==> src/rtl/up_down_counter_4bit.sv <==
// up_down_counter_4bit
// Free-running modulo-2^WIDTH up/down counter. It advances on every rising
// clk edge. mode selects the direction: 0 counts up and 1 counts down.
// rst is synchronous, active-high, and takes priority over mode.
// count is driven straight from the state register.

module up_down_counter_4bit #(
    parameter int unsigned          WIDTH       = 4,
    parameter logic [WIDTH-1:0]     RESET_VALUE = '0
) (
    input  logic             clk,
    input  logic             rst,
    input  logic             mode,
    output logic [WIDTH-1:0] count
);

    logic [WIDTH-1:0] r_count;
    logic [WIDTH-1:0] w_next;

    // Next count: increment or decrement, wrapping naturally modulo 2^WIDTH
    always_comb begin
        w_next = r_count;
        if (mode) begin
            w_next = r_count - WIDTH'(1);
        end else begin
            w_next = r_count + WIDTH'(1);
        end
    end

    // Count register with synchronous reset overriding the direction
    always_ff @(posedge clk) begin
        if (rst) begin
            r_count <= RESET_VALUE;
        end else begin
            r_count <= w_next;
        end
    end

    assign count = r_count;

endmodule

==> config.mk <==
export PLATFORM = sky130hd
export DESIGN_NAME = up_down_counter_4bit
export DESIGN_NICKNAME = d
export VERILOG_FILES = /design/src/rtl/up_down_counter_4bit.sv
export SDC_FILE = /design/constraint.sdc
export NUM_CORES = 1
export LEC_CHECK = 0
export ABC_AREA = 1
export BUFFER_PORTS_ARGS = -buffer_cell sky130_fd_sc_hd__buf_2
export CORE_AREA = 5 5 42 44
export CTS_CLUSTER_DIAMETER = 150
export DETAILED_ROUTE_END_ITERATION = 10
export DIE_AREA = 0 0 47 49
export GPL_TIMING_DRIVEN = 0
export PLACE_DENSITY = 0.34
export SYNTH_ARGS = -nofsm -noshare
export SYNTH_HDL_FRONTEND = slang
export SYNTH_SLANG_ARGS = --single-unit
==> constraint.sdc <==
create_clock -name clk -period 1.7 [get_ports clk]
set_clock_uncertainty 0.2 [all_clocks]
set_input_delay 0.17 -clock clk [delete_from_list [all_inputs] [get_ports clk]]
set_output_delay 0.17 -clock clk [all_outputs]
set_load 0.03 [all_outputs]
## Word-level counts from Yosys, hierarchy flattened

Cells that the tools add are included.
Widths: inputs -> output; s select.

| word-level totals | value |
|---|---|
| register bits | 4 |
| output and inout port bits | 4 |
| word-level logic and storage cells | 4 |
| input bits | 3 |

| cells by class | value |
|---|---|
| multiplexer cells | 1 |
| add/sub/neg operators | 2 |

Operators by type and width:

| kind | count |
|---|---|
| $add 4x1->4 const B | 1 |
| $mux 4 | 1 |
| $sub 4x1->4 const B | 1 |

## Depth between registers and ports, before layout

Gate-level depths: netlist of the first run.

| logic depth | value |
|---|---|
| word-level depth | 2 |
| gate-level depth with buffers | 6 |
| depth with buffers taken out | 6 |

## Least setup slack after synthesis of the first run

OpenSTA, ideal clock, no wires.

| timing path | value |
|---|---|
| path kind | reg2reg |
| from | reg r_count[2], in the netlist count[2] |
| to | reg r_count[3], in the netlist count[3] |
| data arrival time | 1.226 ns |
| slack | 0.159 ns |
| stages on the path, launching flop included | 5 |
| period minus slack after synthesis | 1.541 ns |
| required time | 1.385 ns |
| cell sequence | dfxtp_1 -> ha_1 -> or2_1 -> a21oi_1 -> nor2_1 |

| on the way | value |
|---|---|
| word-level cells in the longest chain between the ends | 2 |
| elaborated cells between the ends (all ways) | 3 |
| classes of those cells | add/sub (2); mux (1) |

Ends and longest elaborated chain:

| element | RTL line | text |
|---|---|---|
| from (decl) | 17 | `logic [WIDTH-1:0] r_count;` |
| from (signal assigned) | 35 | `r_count <= w_next;` |
| $add 4x1->4 or $sub 4x1->4 (tied branches) | 26, 24 |  |
| $mux 4 (*) | 23 | `if (mode) begin` |

Every way passes the cells marked *; elsewhere a longest branch is shown, timed or not.
A chain may end at the register's enable or synchronous reset.

## Worst setup path in the final report of the first run

Same ends and word-level chain as after synthesis.

==> results_dict.tcl, run 1 <==
set metrics [dict create \
    intPower_mw 0.2369 \
    place_area_um2 265.3 \
    leakage_nw 0.1588 \
    slew_violations 0 \
    p_per_area_nw_per_um2 1231 \
    cp.buffers_inverters 0 \
    clock_sinks 4 \
    place_hpwl_um 392.9 \
    grt_first_pass_wirelength_um 800 \
    synth_seq_cells 4 \
    clockBufferDepth 2 \
    max_freq_mhz 734.4 \
    layout_common_cells "nand2_1, buf_2, inv_1, nor2_1, dfxtp_1" \
    hold_violations 0 \
    rows 14 \
    power.total_mw 0.3667 \
    end_kind "flip-flop" \
    period_needed_ns 1.362 \
    clk_latency_ns 0.23 \
    antenna_cells 0 \
    yosysSeqAreaShare_pct 37.21 \
    syn_to_final_growth_pct 38.37 \
    cts_buffers 3 \
    dr_total_vias 191 \
    syn_nets 33 \
    detail_route.wl_per_cell_um 8.774 \
    crit_type "flip-flop to flip-flop" \
    critPathRequiredTime_ns 1.63 \
    power.switching_mw 0.1298 \
    final_antenna_net_count 0 \
    path_clk_slew_ns 0.04 \
    place_congestion 0.7025 \
    via_per_inst 3.604 \
    overflow 0 \
    drt_iter0_drc 2 \
    dieArea_um2 2303 \
    largest_reg_flops 4 \
    p_clk_share_pct 31.6 \
    hp-class "input pin to flip-flop" \
    cp_slowest_stage_delay_ns 0.30 \
    p_comb_share_pct 35.2 \
    syn_inst 27 \
    antenna_found_initial 0 \
    fillers 165 \
    yosys.cell_types.count 10 \
    finalCritPeriodShare_pct 80.10 \
    path_delay_family "simple AND/OR/NAND/NOR gates" \
    drt_pre_antenna_iters 2 \
    initial_core_util_pct 15.36 \
    routed_wl_um 465 \
    run_status "finished clean" \
    cts_htree_levels 1 \
    crit_path_max_fanout 2 \
    crit_slowest_cell "dfxtp_1" \
    die_w_um 47 \
    grt.total_usage_pct 5.341 \
    rsz0062_at_grt "false" \
    drc 0 \
    pwr-share-seq_pct 33.3 \
    port_buffers 6 \
    cp_cell_sequence "ha_1 -> or2_1 -> a21oi_1 -> nor2_1" \
    final_design_area_no_fill_um2 297.8 \
    grt_pass1_vias 210 \
    ys_warn_count 0 \
    grt_max_degree 5 \
    postCtsSetupRepairBufs 0 \
    arrival_ns 1.29 \
    cts.repair.resized 0 \
    fin_setup_tns_ns 0 \
    slew_headroom_pct 89.49 \
    synth.avg_cell_area_um2 7.971 \
    design.final.nets 45 \
    syn_area_um2 215.2 \
    root_buffer "clkbuf_4" \
    worst_slew_pin_slew_ns 0.1588 \
    io_pins 7 \
    final_layout_size_suffix_gt1_share_pct 27.03 \
    finalHoldWorstSlack_ns 0.1722 \
    irDropWorstVdd_v 0.0003431 \
    startpoint_type "flip-flop" \
    p_sw_share_pct 35.40 \
    cts_tree "built" \
    die_h_um 49 \
    cap_violations 0 \
    core_area_um2 1401 \
    setup_viol 0 \
]
[power by group through the flow]
stage | Clock (mW) | Combinational [mW] | Sequential, mW
final | 0.116 | 0.129 | 0.122
after global routing | 0.130 | 0.148 | 0.125
after global placement | 0 | 0.126 | 0.124
after floorplan | 0 | 0.0618 | 0.156
after detailed placement | 0 | 0.129 | 0.124
after CTS | 0.125 | 0.132 | 0.123
[metal layers]
metal | wire (um) | share of wire (%) | global-route usage (%)
met5 | 0 | 0 | 0
met4 | 0 | 0 | 6.912
met2 | 218 | 47 | 6.561
met3 | 46 | 9.9 | 2.952
met1 | 199 | 43 | 5.240
[cell families after synthesis]
logic type	synth area share (%)
AND/OR/NAND/NOR	26.75
buffers and inverters	8.722
flip-flops	37.21
adder cells (fa/ha/maj)	20.93
AO/OA/AOI/OAI	2.323
XOR/XNOR	4.071
[repair_timing]
action	CTS	global route
endpoints found under the hold margin	3	0
hold buffers	1	0
setup endpoints to repair	0	0
[cells in the mapped netlist]
cell     instances  area (um^2)
a21oi_1          1        5.000
dfxtp_1          4        80.08
fa_1             1        20.02
ha_1             2        25.02
inv_1            5        18.77
nand2_1          6        22.52
nand3_2          1        10.01
nor2_1           5        18.77
or2_1            1        6.260
xor2_1           1        8.760
[path summary, 6_finish.rpt]
path | slack (ns) | start | to | cells past startpoint
min | 0.17 | mode | count[3]$_SDFF_PP0_ | 5
min reg2reg | 0.26 | count[0]$_SDFF_PP0_ | count[0]$_SDFF_PP0_ | 1
max reg2reg | 0.34 | count[2]$_SDFF_PP0_ | count[3]$_SDFF_PP0_ | 4
max | 0.34 | count[2]$_SDFF_PP0_ | count[3]$_SDFF_PP0_ | 4
[final cells by class]
cell class                      instances  area, um^2  share of cell area (%)
Multi-Input combinational cell         18       116.4                   39.08
Sequential cell                         4       80.08                   26.89
Timing Repair Buffer                    7       40.04                   13.45
Inverter                                5       18.77                   6.303
Clock buffer                            3       22.52                   7.563
Tap cell                               16       20.02                   6.723
[worst min-delay path: cells and delay by family]
family          cells  cell delay [ns]
compound gates      1             0.05
buf+inv             1             0.12
simple gates        3             0.23
[metrics by stage]
stage / utilization [%] / cells / setup WS [ns]
final: 21.25 / 53 / 0.3383
after global routing: 21.25 / 53 / 0.2415
after CTS: 21.25 / 53 / 0.3254
after detailed placement: 18.93 / 49 / 0.2961
after global placement: 18.93 / 49 / 0.3259
after floorplan: - / 27 / 0.1592
(Power assumes the default switching activity.)
==> inputs of run 2 (changes only) <==
- PLACE_DENSITY: 0.34 -> 0.35
- clock period: 1.7 -> 1.21 ns (I/O delays scaled with it)
==> run 2 against run 1 <==
The flow now finishes with violations (negative setup slack); sequential cell count stayed put; register-to-register slack worse by 0.43 ns; core utilization is 3.3 points higher; via count is 3.1% higher.
==> results_dict.tcl, run 2 (synthesized netlist as in run 1, its figures left out) <==
set metrics [dict create \
    run_status "complete, but fails checks" \
    violations "negative setup slack" \
    antenna_found_initial 0 \
    p_clk_share_pct 30.8 \
    hold_violations 0 \
    layout_common_cells "buf_2, nor2_1, nand2_1" \
    overflow 0 \
    grt.total_usage_pct 4.513 \
    hp-class "input pin to flip-flop" \
    clock_sinks 4 \
    end_kind "flip-flop" \
    syn_to_final_growth_pct 59.88 \
    crit_path_end "count[3]$_SDFF_PP0_" \
    final_antenna_net_count 0 \
    root_buffer "clkbuf_4" \
    design.final.nets 46 \
    critPathRequiredTime_ns 1.13 \
    core_area_um2 1401 \
    rsz0062_at_grt "true" \
    dp.cells 49 \
    irDropWorstVdd_v 0.0005249 \
    largest_reg_flops 4 \
    final_layout_size_suffix_gt1_share_pct 53.85 \
    arrival_ns 1.22 \
    rows 14 \
    final_util_pct 24.55 \
    p_sw_share_pct 34.87 \
    slew_violations 0 \
    io_pins 7 \
    routed_wl_um 454 \
    crit_type "flip-flop to flip-flop" \
    r2r_cells 4 \
    place_area_um2 291.5 \
    worstSetupStartpoint "count[2]$_SDFF_PP0_" \
    crit_path_max_fanout 2 \
    detail_route.wl_per_cell_um 8.255 \
    clk_latency_ns 0.23 \
    intPower_mw 0.3821 \
    rrSetupSlack_ns -0.09 \
    setup_viol 3 \
    grt_pass1_vias 169 \
    max_freq_mhz 769.2 \
    finalCritPeriodShare_pct 107.4 \
    timing.rr.start "count[2]$_SDFF_PP0_" \
    cts_buffers 3 \
    cap_violations 0 \
    die_h_um 49 \
    slew_headroom_pct 89.56 \
    drt_pre_antenna_iters 2 \
    reg2reg_to "count[3]$_SDFF_PP0_" \
    grt_first_pass_wirelength_um 641 \
    dieArea_um2 2303 \
    pwr-share-seq_pct 30.9 \
    initial_core_util_pct 15.36 \
    path_clk_slew_ns 0.04 \
    final_design_area_no_fill_um2 344.1 \
    port_buffers 6 \
    worst_slew_pin_slew_ns 0.1577 \
    startpoint_type "flip-flop" \
    drc 0 \
    fin_setup_tns_ns -0.1480 \
    leakage_nw 0.1656 \
    p_per_area_nw_per_um2 1705 \
    cts_htree_levels 1 \
    drt_iter0_drc 1 \
    cts_tree "built" \
    period_needed_ns 1.300 \
    via_per_inst 3.582 \
    setup_slack_ns -0.09001 \
    grt_max_degree 5 \
    p_comb_share_pct 38.3 \
    dr_total_vias 197 \
    finalHoldWorstSlack_ns 0.1702 \
    place_congestion 0.7000 \
    die_w_um 47 \
    antenna_cells 0 \
    final_cells 55 \
    power.switching_mw 0.2045 \
    clockBufferDepth 2 \
    mostFrequentLayoutCell "buf_2" \
]
run 2: cell types whose count changed in the layout (fill, tap and decap cells not counted), sizes merged:
cell / change
buf: +1
clkbuf: +1
run 2: repair_timing:
item,CTS,global route
pin swaps,0,5
setup buffers,0,1
gates resized for setup,0,3
gates cloned,0,0
endpoints found under the setup margin,3,3
hold endpoints to repair,4,0
hold buffers,1,0
run 2: worst min-delay path by stage:
stage / startpoint / to / slack (ns) / cells after the start
floorplan: rst / count[0]$_SDFF_PP0_ / -0.02 / 1
global placement: rst / count[0]$_SDFF_PP0_ / 0.12 / 2
detailed placement: rst / count[0]$_SDFF_PP0_ / 0.13 / 2
CTS: mode / count[2]$_SDFF_PP0_ / 0.12 / 4
global route: mode / count[3]$_SDFF_PP0_ / 0.21 / 5
finish: mode / count[3]$_SDFF_PP0_ / 0.17 / 5
run 2: worst max-delay path, cell delays in order, from the launching register on:
cell and delay [ns]:
dfxtp_4 0.34, ha_4 0.21, or2_4 0.25, a21oi_2 0.13, nor2_1 0.06
run 2: power by group through the flow:
stage | Clock (mW) | Combinational [mW] | Sequential, mW
after CTS | 0.193 | 0.192 | 0.183
final | 0.180 | 0.225 | 0.182
after global placement | 0 | 0.188 | 0.184
after global routing | 0.195 | 0.246 | 0.186
after floorplan | 0 | 0.0945 | 0.232
after detailed placement | 0 | 0.188 | 0.186
run 2: metrics by stage:
step           setup WS [ns]  power [mW]
2_1_floorplan       -0.09513      0.3264
3_3_place_gp        -0.07086      0.3726
3_5_place_dp        -0.07422      0.3735
4_1_cts             -0.08565      0.5680
5_1_grt              -0.1103      0.6271
6_report            -0.09001      0.5866
run 2: metal layers:
metal / global-route usage [%] / wire (um)
met1: 3.753 / 164
met2: 5.656 / 232
met3: 3.690 / 43
met4: 5.530 / 14
met5: 0 / 0
run 2: layout make-up:
cell class | count | area [um^2]
timing repair buffer | 8 | 47.55
multi-input combinational | 18 | 140.1
inverter | 5 | 18.77
fill | 165 | 1057
clock buffer | 4 | 26.28
sequential | 4 | 91.34
tap | 16 | 20.02
==> inputs of run 3 (changes only) <==
- CTS_CLUSTER_SIZE: unset -> 24
- PLACE_DENSITY: 0.35 -> 0.34
- clock period: 1.21 -> 1.2 ns (I/O delays scaled with it)
==> run 3 against run 2 <==
The flow still finishes with violations (negative setup slack); first-iteration DRC count rose to 6.0 times the previous value; sequential share of layout area decreased by 1.6 points; sequential cell count unchanged; clock power up 3%; power is 3.7% higher; global-route usage increased by 0.92 points; final area up 6.5%; largest cell class unchanged; largest power group unchanged.
==> results_dict.tcl, run 3 (synthesized netlist as in run 1, its figures left out) <==
set metrics [dict create \
    run_status "complete, but fails checks" \
    violations "negative setup slack" \
    p_per_area_nw_per_um2 1660 \
    core_area_um2 1401 \
    final_antenna_net_count 0 \
    mostFrequentLayoutCell "buf_2" \
    final_cells 56 \
    drt_pre_antenna_iters 4 \
    antenna_cells 0 \
    max_freq_mhz 804.8 \
    slew_violations 0 \
    grt.total_usage_pct 5.430 \
    reg2reg_to "count[1]$_SDFF_PP0_" \
    routed_wl_um 488 \
    drc 0 \
    overflow 0 \
    worstHoldStart "mode" \
    drt_iter0_drc 6 \
    initial_core_util_pct 15.36 \
    setup_slack_ns -0.04247 \
    leakage_nw 0.1709 \
    die_w_um 47 \
    grt_max_degree 5 \
    final_layout_size_suffix_gt1_share_pct 60.00 \
    hold_violations 0 \
    hp-class "input pin to flip-flop" \
    root_buffer "clkbuf_4" \
    worstHoldEndpoint "count[3]$_SDFF_PP0_" \
    via_per_inst 3.589 \
    power.total_mw 0.6084 \
    cp_slowest_stage_delay_ns 0.51 \
    largest_reg_flops 4 \
    critPathRequiredTime_ns 1.13 \
    crit_type "flip-flop to flip-flop" \
    period_needed_ns 1.242 \
    clock_sinks 4 \
    syn_to_final_growth_pct 70.35 \
    port_buffers 6 \
    clockBufferDepth 2 \
    layout_common_cells "buf_2, nor2_1, nand2_1" \
    fin_setup_tns_ns -0.09374 \
    timing.rr.start "count[1]$_SDFF_PP0_" \
    hold-path-cell-count 5 \
    arrival_ns 1.17 \
    cp_cell_sequence "inv_2 -> fa_2 -> nor2_1" \
    design.final.nets 47 \
    cap_violations 0 \
    final_util_pct 26.16 \
    place_congestion 0.6948 \
    cts_htree_levels 1 \
    cts_buffers 3 \
    path_clk_slew_ns 0.04 \
    dr_total_vias 201 \
    r2r_cells 3 \
    startpoint_type "flip-flop" \
    final_design_area_no_fill_um2 366.6 \
    setup_viol 3 \
    irDropWorstVdd_v 0.0004931 \
    slew_headroom_pct 89.72 \
    grt_first_pass_wirelength_um 834 \
    dieArea_um2 2303 \
    finalCritPeriodShare_pct 103.5 \
    place_area_um2 291.5 \
    detail_route.wl_per_cell_um 8.714 \
    finalHoldWorstSlack_ns 0.1560 \
    io_pins 7 \
    place_ws_ns -0.08888 \
    end_kind "flip-flop" \
    antenna_found_initial 0 \
    cts_tree "built" \
    dp.cells 49 \
    die_h_um 49 \
    place_hpwl_um 358.1 \
    worst_slew_pin_slew_ns 0.1553 \
    clk_latency_ns 0.24 \
    rrSetupSlack_ns -0.04 \
    rows 14 \
    crit_slowest_cell "fa_2" \
    rsz0062_at_grt "true" \
    grt_pass1_vias 213 \
    crit_path_max_fanout 3 \
]
==> run 3: cell count changes in the layout (fill, tap and decap cells not counted) <==
cell and delta:
buf_4 +1, ha_1 -1, ha_4 +1, nand2_1 -1, nand2_2 +1
==> run 3: critical path, delay by kind of cell, from the launching register on <==
kind	cells	cell delay [ns]
fa+ha+maj	1	0.51
buf+inv	1	0.04
simple gates	1	0.03
flops	1	0.36
==> run 3: repair_timing <==
item | CTS | global route
pin swaps | 5 | 2
setup buffers | 2 | 0
gates resized for setup | 2 | 3
hold endpoints to repair | 4 | 0
hold buffers | 1 | 0
endpoints found under the setup margin | 3 | 3
==> run 3: layer usage <==
metal / GRT usage (%) / vias to the layer above / routed length, um
li1: - / 107 / -
met2: 7.919 / 5 / 262
met1: 5.298 / 89 / 187
met4: 4.147 / 0 / 0
met3: 3.321 / 0 / 38
met5: 0 / - / 0
==> run 3: area by class of cell <==
type | instances | area, um^2
Clock buffer | 4 | 26.28
Fill cell | 169 | 1035
Inverter | 5 | 18.77
Multi-Input combinational cell | 18 | 155.1
Sequential cell | 4 | 91.34
Tap cell | 16 | 20.02
Timing Repair Buffer | 9 | 55.05
==> run 3: where the power goes <==
group	internal (mW)	switching, mW	total, mW
Clock	0.125	0.0603	0.185
Sequential	0.164	0.0223	0.186
Combinational	0.106	0.131	0.237
==> run 3: worst max-delay path by stage <==
stage / slack (ns) / to / from / cells past startpoint
floorplan: -0.11 / count[3]$_SDFF_PP0_ / count[2]$_SDFF_PP0_ / 4
global placement: -0.08 / count[3]$_SDFF_PP0_ / count[2]$_SDFF_PP0_ / 4
detailed placement: -0.09 / count[3]$_SDFF_PP0_ / count[2]$_SDFF_PP0_ / 4
CTS: -0.08 / count[3]$_SDFF_PP0_ / count[2]$_SDFF_PP0_ / 4
global route: -0.1 / count[3]$_SDFF_PP0_ / count[2]$_SDFF_PP0_ / 4
finish: -0.04 / count[1]$_SDFF_PP0_ / count[1]$_SDFF_PP0_ / 3
